$ cat src/rtl/cabac_byte_writer.sv
// cabac_byte_writer
// Byte-output stage of the CABAC arithmetic encoder. Accepts 9-bit lead
// bytes (bit 8 = carry) from the low-register normaliser, holds back runs
// of 0xFF bytes until the carry that may ripple through them is known, and
// emits the finished bitstream bytes over a valid/ready interface. A flush
// request drains everything still buffered at slice end.
//
// Optional feature macro: CABAC_BYTE_WRITER_CNT_EN
//    When defined, adds a 32-bit output byte counter port byte_cnt.

module cabac_byte_writer #(
   parameter int CNT_W = 8
) (
   input  logic       clk,
   input  logic       rst_n,
   input  logic [8:0] lead_byte,
   input  logic       lead_valid,
   output logic       lead_ready,
   input  logic       flush,
   input  logic       flush_carry,
   output logic       flush_done,
   output logic [7:0] byte_out,
   output logic       byte_valid,
   input  logic       byte_ready,
   output logic       busy
`ifdef CABAC_BYTE_WRITER_CNT_EN
   ,
   output logic [31:0] byte_cnt
`endif
);

   localparam logic [1:0] S_IDLE     = 2'd0;
   localparam logic [1:0] S_EMIT_BUF = 2'd1;
   localparam logic [1:0] S_EMIT_RUN = 2'd2;
   localparam logic [1:0] S_DONE     = 2'd3;

   localparam logic [CNT_W-1:0] NUM_MAX  = '1;
   localparam logic [CNT_W-1:0] NUM_ONE  = CNT_W'(1);
   localparam logic [CNT_W-1:0] NUM_ZERO = '0;

   logic [1:0]       r_state;
   logic [7:0]       r_buf_byte;
   logic [CNT_W-1:0] r_num_buf;
   logic [CNT_W-1:0] r_run_cnt;
   logic [7:0]       r_run_byte;
   logic [7:0]       r_byte_out;
   logic             r_byte_valid;
   logic             r_flushing;

   logic             w_lead_ready;
   logic             w_accept;
   logic             w_handshake;
   logic             w_carry;
   logic [7:0]       w_pending;
   logic [7:0]       w_run_fill;

   // The buffered byte can only be released once the next non-0xFF lead
   // byte (or the final flush carry) tells us whether a carry ripples in.
   assign w_lead_ready = (r_state == S_IDLE) && !flush && (r_num_buf != NUM_MAX);
   assign w_accept     = lead_valid && w_lead_ready;
   assign w_handshake  = r_byte_valid && byte_ready;
   assign w_carry      = flush ? flush_carry : lead_byte[8];
   assign w_pending    = r_buf_byte + {7'd0, w_carry};
   assign w_run_fill   = w_carry ? 8'h00 : 8'hFF;

   assign lead_ready = w_lead_ready;
   assign flush_done = (r_state == S_DONE);
   assign byte_out   = r_byte_out;
   assign byte_valid = r_byte_valid;
   assign busy       = (r_state != S_IDLE);

   // Main FSM: buffer lead bytes in IDLE, then stream the resolved buffered
   // byte followed by the run of 0xFF (or 0x00 after a carry) bytes.
   always_ff @(posedge clk or negedge rst_n) begin
      if (!rst_n) begin
         r_state      <= S_IDLE;
         r_buf_byte   <= 8'hFF;
         r_num_buf    <= NUM_ZERO;
         r_run_cnt    <= NUM_ZERO;
         r_run_byte   <= 8'hFF;
         r_byte_out   <= 8'h00;
         r_byte_valid <= 1'b0;
         r_flushing   <= 1'b0;
      end else begin
         case (r_state)
            S_IDLE: begin
               if (flush) begin
                  if (r_num_buf == NUM_ZERO) begin
                     r_state <= S_DONE;
                  end else begin
                     r_byte_out   <= w_pending;
                     r_byte_valid <= 1'b1;
                     r_run_byte   <= w_run_fill;
                     r_run_cnt    <= r_num_buf - NUM_ONE;
                     r_flushing   <= 1'b1;
                     r_state      <= S_EMIT_BUF;
                  end
               end else if (w_accept) begin
                  if (lead_byte == 9'h0FF) begin
                     r_num_buf <= r_num_buf + NUM_ONE;
                  end else if (r_num_buf != NUM_ZERO) begin
                     r_byte_out   <= w_pending;
                     r_byte_valid <= 1'b1;
                     r_run_byte   <= w_run_fill;
                     r_run_cnt    <= r_num_buf - NUM_ONE;
                     r_buf_byte   <= lead_byte[7:0];
                     r_num_buf    <= NUM_ONE;
                     r_state      <= S_EMIT_BUF;
                  end else begin
                     r_buf_byte <= lead_byte[7:0];
                     r_num_buf  <= NUM_ONE;
                  end
               end
            end
            S_EMIT_BUF: begin
               if (w_handshake) begin
                  if (r_run_cnt != NUM_ZERO) begin
                     r_byte_out <= r_run_byte;
                     r_state    <= S_EMIT_RUN;
                  end else begin
                     r_byte_valid <= 1'b0;
                     r_state      <= r_flushing ? S_DONE : S_IDLE;
                  end
               end
            end
            S_EMIT_RUN: begin
               if (w_handshake) begin
                  r_run_cnt <= r_run_cnt - NUM_ONE;
                  if (r_run_cnt == NUM_ONE) begin
                     r_byte_valid <= 1'b0;
                     r_state      <= r_flushing ? S_DONE : S_IDLE;
                  end
               end
            end
            default: begin
               r_num_buf  <= NUM_ZERO;
               r_buf_byte <= 8'hFF;
               r_flushing <= 1'b0;
               r_state    <= S_IDLE;
            end
         endcase
      end
   end

`ifdef CABAC_BYTE_WRITER_CNT_EN
   logic [31:0] r_byte_cnt;

   // Count delivered bytes per slice; cleared as the drain completes.
   always_ff @(posedge clk or negedge rst_n) begin
      if (!rst_n) begin
         r_byte_cnt <= 32'd0;
      end else if (r_state == S_DONE) begin
         r_byte_cnt <= 32'd0;
      end else if (w_handshake) begin
         r_byte_cnt <= r_byte_cnt + 32'd1;
      end
   end

   assign byte_cnt = r_byte_cnt;
`endif

endmodule

$ cat config.mk
export PLATFORM = sky130hd
export DESIGN_NAME = cabac_byte_writer
export DESIGN_NICKNAME = d
export VERILOG_FILES = /design/src/rtl/cabac_byte_writer.sv
export SDC_FILE = /design/constraint.sdc
export NUM_CORES = 1
export LEC_CHECK = 0
export BUFFER_PORTS_ARGS = -buffer_cell sky130_fd_sc_hd__buf_2
export CORE_MARGIN = 2
export CORE_UTILIZATION = 50
export DETAILED_ROUTE_END_ITERATION = 16
export HOLD_SLACK_MARGIN = 0.03
export PLACE_DENSITY = 0.74
export REMOVE_ABC_BUFFERS = 1
export SYNTH_ARGS = -nofsm -noshare
export SYNTH_HDL_FRONTEND = slang
export SYNTH_SLANG_ARGS = --single-unit
$ cat constraint.sdc
create_clock -name clk -period 2.17 [get_ports clk]
set_input_delay 0.1085 -clock clk [delete_from_list [all_inputs] [get_ports clk]]
set_output_delay 0.1085 -clock clk [all_outputs]
set_load 0.005 [all_outputs]
* Word level (Yosys, flattened, before mapping)
Index checks and enable logic that the tools add are counted.
** Operators by class
- Eq/ne operators :: 22
- Add/subtract/negate cells :: 4
- Reduce and logical (&&, ||, !) cells :: 24
- Bitwise logic cells :: 1
- Multiplexer cells :: 53
** Operators by type and width (number)
- two-way mux 8 bit :: 25
- one-hot mux 8 bit (2 select lines) :: 4
- inequality test 2 bit, second input constant :: 12
- two-way mux 2 bit :: 10
- nonzero test 8 bit :: 2
- subtractor 8 x 1 -> 8 bit, second input constant :: 2
- AND reduction 6 bit :: 2
- two-way mux 1 bit :: 11
- nonzero test 2 bit :: 5
- == test 9 x 8 -> 1 bit, second input constant :: 1
- inequality test 3 bit, second input constant :: 3
- AND reduction 9 bit :: 1
- adder 8 x 1 -> 8 bit :: 1
- adder 8 x 1 -> 8 bit, second input constant :: 1
- == test 8 x 1 -> 1 bit, second input constant :: 1
- logical NOT 8 bit :: 1
- inequality test 8 bit, second input constant :: 1
- AND reduction 7 bit :: 1
- one-hot mux 2 bit (3 select lines) :: 1
- AND reduction 3 bit :: 2
- AND reduction 5 bit :: 1
- == test 2 bit, second input constant :: 2
- logical AND 1 bit :: 4
- AND reduction 4 bit :: 1
- 9 further kinds :: 9
** Storage, ports and cells
- Word-level logic and storage cells :: 112
- Output and inout port bits :: 12
- Input bits :: 15
- Register bits after elaboration :: 44

* Longest topological paths before layout
- Word-level depth :: 7
- Mapped depth :: 8
- Mapped depth without buffers :: 8

* Worst setup path before layout
OpenSTA, ideal clock, no wires.
- Kind :: register to register
- From :: reg r_num_buf[4]
- To :: reg r_byte_out[0] (netlist: byte_out[0])
- Path buffers :: 1
- Stages on the path, launching flop included :: 7
- Setup time :: 0.125 ns
- Slack :: 0.005 ns
- Arrival :: 2.040 ns
- Clock period less this slack :: 2.165 ns
- Required time :: 2.045 ns
- Cells stage by stage :: dfrtp_1 > or4_4 > nor4b_4 > a21oi_1 > and3_1 > buf_6 > mux2_4
** Between the ends
- Cells in the longest elaborated chain, start to end :: 5
- Elaborated cells on any way between the ends :: 9
- Classes of those cells :: eq/ne: 4; reduce/logical: 5
** RTL lines
- start, declared :: RTL line 43 : logic [CNT_W-1:0] r_num_buf;
- start signal, assigned :: RTL line 100 : r_num_buf <= r_num_buf + NUM_ONE;
- inequality test 8 bit :: RTL line 59 : assign w_lead_ready = (r_state == S_IDLE) && !flush && (r_num_buf != NUM_MAX);
- logical AND 1 bit :: RTL line 59
- logical AND 1 bit :: RTL line 60 : assign w_accept = lead_valid && w_lead_ready;
- inequality test 3 bit (no line)
- AND reduction 7 bit (no line) (*)
- end signal, assigned :: RTL line 91 : r_byte_out <= w_pending;
- end signal, assigned :: RTL line 102 : r_byte_out <= w_pending;
- end signal, assigned :: RTL line 118 : r_byte_out <= r_run_byte;
- end, declared :: RTL line 46 : logic [7:0] r_byte_out;
Every way passes the cells marked *; elsewhere a longest branch is shown, timed or not.
A chain may end at the register's enable or synchronous reset.

* Final worst setup path
- From :: reg r_num_buf[4]
- To :: reg r_state[1]
** Between the ends
- Cells in the longest elaborated chain, start to end :: 5
- Elaborated cells on any way between the ends :: 11
- Classes of those cells :: eq/ne: 3; mux: 3; reduce/logical: 5
** RTL lines
- inequality test 8 bit :: RTL line 59
- logical AND 1 bit :: RTL line 59
- logical AND 1 bit :: RTL line 60
- inequality test 3 bit (no line)
- AND reduction 6 bit (no line)
- end signal, assigned :: RTL line 122 : r_state <= r_flushing ? S_DONE : S_IDLE;
- end signal, assigned :: RTL line 131 : r_state <= r_flushing ? S_DONE : S_IDLE;
- end, declared :: RTL line 41 : logic [1:0] r_state;
Several ways; a longest one is shown, not always the timed one.

==> flow_metrics.tcl <==
set metrics [dict create \
    setup_viol 0 \
    synthTopCellsByArea "dfrtp_1 (29%), dfstp_2 (9.7%), ha_1 (6.1%), inv_1 (5.1%), nand3_1 (4.7%)" \
    io_buffers 26 \
    status "finished, final reports clean" \
    cts.sinks 37 \
    wl_per_cell_um 13.4 \
    hold_start "lead_byte[5]" \
    root_buffer "clkbuf_8" \
    syn_area_per_cell_um2 8.68 \
    clk_latency_ns 0.29 \
    grt_pass1_wl_mm 9.30 \
    stdcell_count 395 \
    p_total_mw 3.77 \
    post-route-drc-count 0 \
    diodes 0 \
    wl_mm 5.30 \
    maxCapViolCount 0 \
    die_width_um 74.0 \
    synth_edf_count 0 \
    cts_setup_buffers 0 \
    via_per_inst 5.57 \
    reg2reg_slack_ns 0.09 \
    ff_latch_area_um2 937 \
    critical_path_arrival_ns 2.25 \
    powerDensity_mw_per_mm2 1310 \
    max-vdd-ir-drop_mv 0.532 \
    worstReg2RegStart "r_num_buf[4]" \
    path_cells "or4_4 -> nor4b_4 -> buf_4 -> o31ai_1 -> nand2_1 -> mux2_4" \
    cp-start-kind "flop" \
    syn_inst 282 \
    yosys.area.top_type_share_pct 28.6 \
    fin_skew_ns 0.00268 \
    slew_headroom_pct 46.5 \
    fin_crit_ns 2.08 \
    grt_max_degree 38 \
    r2r-end "r_state[1]" \
    fillers 404 \
    endpoint "r_state[1]" \
    critPathSlowestCell "or4_4" \
    clockBufferDepth 2 \
    multiInputGateArea_mm2 0.00132 \
    io_pins 27 \
    slowest_delay_ns 0.57 \
    timing.fmax_mhz 482 \
    synth_area_leader_cell "dfrtp_1" \
    hold_viol_final 0 \
    r2r_cells 6 \
    vias 2202 \
    slew_violations 0 \
    crit_start "r_num_buf[4]" \
    drtPass1Iterations 4 \
    cp_max_fo 4 \
    synth_seq_cells 37 \
    cp_top_family "simple AND/OR/NAND/NOR gates" \
    critPathCaptureType "flop" \
    antenna_found_initial 0 \
    clkSlewWorstSetupHoldPaths_ns 0.07 \
    cts_buffers 5 \
    cts_tree "built" \
    fin_crit_sh_pct 95.7 \
    first_global_vias 2084 \
    yosys_warnings 0 \
    hp-class "primary input to flop" \
    drive_above_1_share_pct 22.3 \
    std_cell_rows 25 \
    die_y_um 74.0 \
    dieArea_mm2 0.00547 \
    path_class "flop to flop" \
    grt_usage_pct 21.8 \
    synth_flop_cell "dfrtp_1" \
    hpwlAfterDp_mm 3.98 \
    holdWs_ns 0.0396 \
    syn2layout_area_growth_pct 17.5 \
    synth_area_mm2 0.00245 \
    fin_nets 354 \
    required_ns 2.34 \
    tns_ns 0 \
    gp_congestion 0.905 \
    yosysSeqAreaShare_pct 38.3 \
    core_area_mm2 0.00472 \
    overflow 0 \
    path_depth 6 \
    worst-path-buf-inv 1 \
    h-tree-depth 2 \
    initial_core_util_pct 51.8 \
    ant_nets 0 \
    drt_iter0_markers 183 \
    async_reset_ff_share_pct 100 \
    worstMarginPinSlew_ns 0.802 \
    rsz0062_at_grt "no" \
    p_leak_nw 1.36 \
    netlist-cell-type-count 47 \
    dp_cells 384 \
]
-- flip-flops by register name, indices dropped and copies added, names as in the netlist --
name        count
byte_valid      1
r_run_byte      1
r_buf_byte      8
r_num_buf       8
r_state         2
r_run_cnt       8
byte_out        8
r_flushing      1
-- cell type report --
type / count / area share (%)
well taps: 67 / 2.91
repair buffers: 51 / 11.3
flip-flops and latches: 37 / 32.6
clock inverters: 2 / 0.348
clock buffers: 6 / 2.52
multi-input cells: 198 / 45.9
inverters: 34 / 4.43
-- layer usage --
layer,vias to the layer above,global-route usage [%],routed length (um)
met5,-,0,0
met2,77,32.8,2360
met1,1019,31.0,2570
met3,9,5.15,293
met4,0,7.47,77
li1,1097,-,-
-- cell usage after synthesis (all sizes together), types with 2 or more instances --
| library cell | instances |
|---|---|
| dfstp | 9 |
| nor3 | 10 |
| or4 | 3 |
| and3 | 5 |
| nand2 | 19 |
| ha | 12 |
| mux2 | 5 |
| xnor2 | 5 |
| or3 | 3 |
| nand3 | 23 |
| nand4 | 9 |
| o2111ai | 4 |
| nor2 | 15 |
| o21ai | 22 |
| a21oi | 8 |
| dfrtp | 28 |
| xor2 | 6 |
| o211ai | 2 |
| a31oi | 10 |
| mux2i | 10 |
| buf | 5 |
| nor4 | 3 |
| and2 | 3 |
| clkbuf | 8 |
| nor2b | 2 |
| o31ai | 6 |
| inv | 33 |
-- how the worst min path moves through the flow --
stage	endpoint	cells past startpoint
floorplan	byte_out[0]	0
global placement	r_num_buf[7]	1
detailed placement	r_num_buf[7]	1
CTS	r_buf_byte[5]	3
global route	r_buf_byte[4]	3
finish	r_buf_byte[5]	3
-- repair_timing --
item | 4_1_cts | 5_1_grt
resized for setup | 0 | 2
hold buffers | 3 | 0
endpoints found under the setup margin | 0 | 3
hold endpoints to repair | 30 | 0
-- placed cells by master, fill, tap and decap left out, types with 2 or more instances in the layout --
cell and instances:
inv_1 33, dfrtp_1 28, buf_2 26, nand3_1 23, buf_4 22, o21ai_0 21
nand2_1 19, nor2_1 15, ha_1 12, a31oi_1 10, nor3_1 10, mux2i_1 10
nand4_1 9, dfstp_2 9, a21oi_1 7, o31ai_1 6, xor2_1 6, and3_1 5
xnor2_1 5, clkbuf_8 5, o2111ai_1 4, nor4_1 3, mux2_4 3, or3_1 3
dlygate4sd3_1 3, mux2_2 2, o211ai_1 2, or4_1 2, nor2b_1 2, and2_1 2
clkinv_2 2
-- where the power goes --
part | leakage (nW) | switching (mW) | internal [mW] | total [mW]
registers | 0.431 | 0.198 | 0.992 | 1.19
logic | 0.888 | 1.19 | 0.939 | 2.12
clock network | 0.0450 | 0.238 | 0.222 | 0.460
total | 1.36 | 1.62 | 2.15 | 3.77
-- logic make-up after synthesis --
kind of cell / Yosys count / share of synthesized area, %
and+or+nand+nor: 98 / 21.0
AOI/OAI and AO/OA: 62 / 16.0
buffers and inverters: 47 / 7.92
DFF: 37 / 38.3
muxes: 15 / 6.69
adders and majority gates: 12 / 6.13
xor gates and xnor gates: 11 / 3.93
-- tightest hold or removal path, delay by kind of cell --
kind	cells	cell delay (ns)
buffers and inverters	2	0.14
AO/OA/AOI/OAI	1	0.07
-- through the flow --
stage,util (%),area [um^2],worst slack [ns]
after floorplan,-,2380,-0.566
after global placement,58.5,2760,0.142
after detailed placement,58.5,2760,0.0961
after CTS,60.8,2870,0.0753
after global routing,60.9,2880,0.00510
final,60.9,2880,0.0944
No activity file was read; power rests on OpenSTA's default activity.
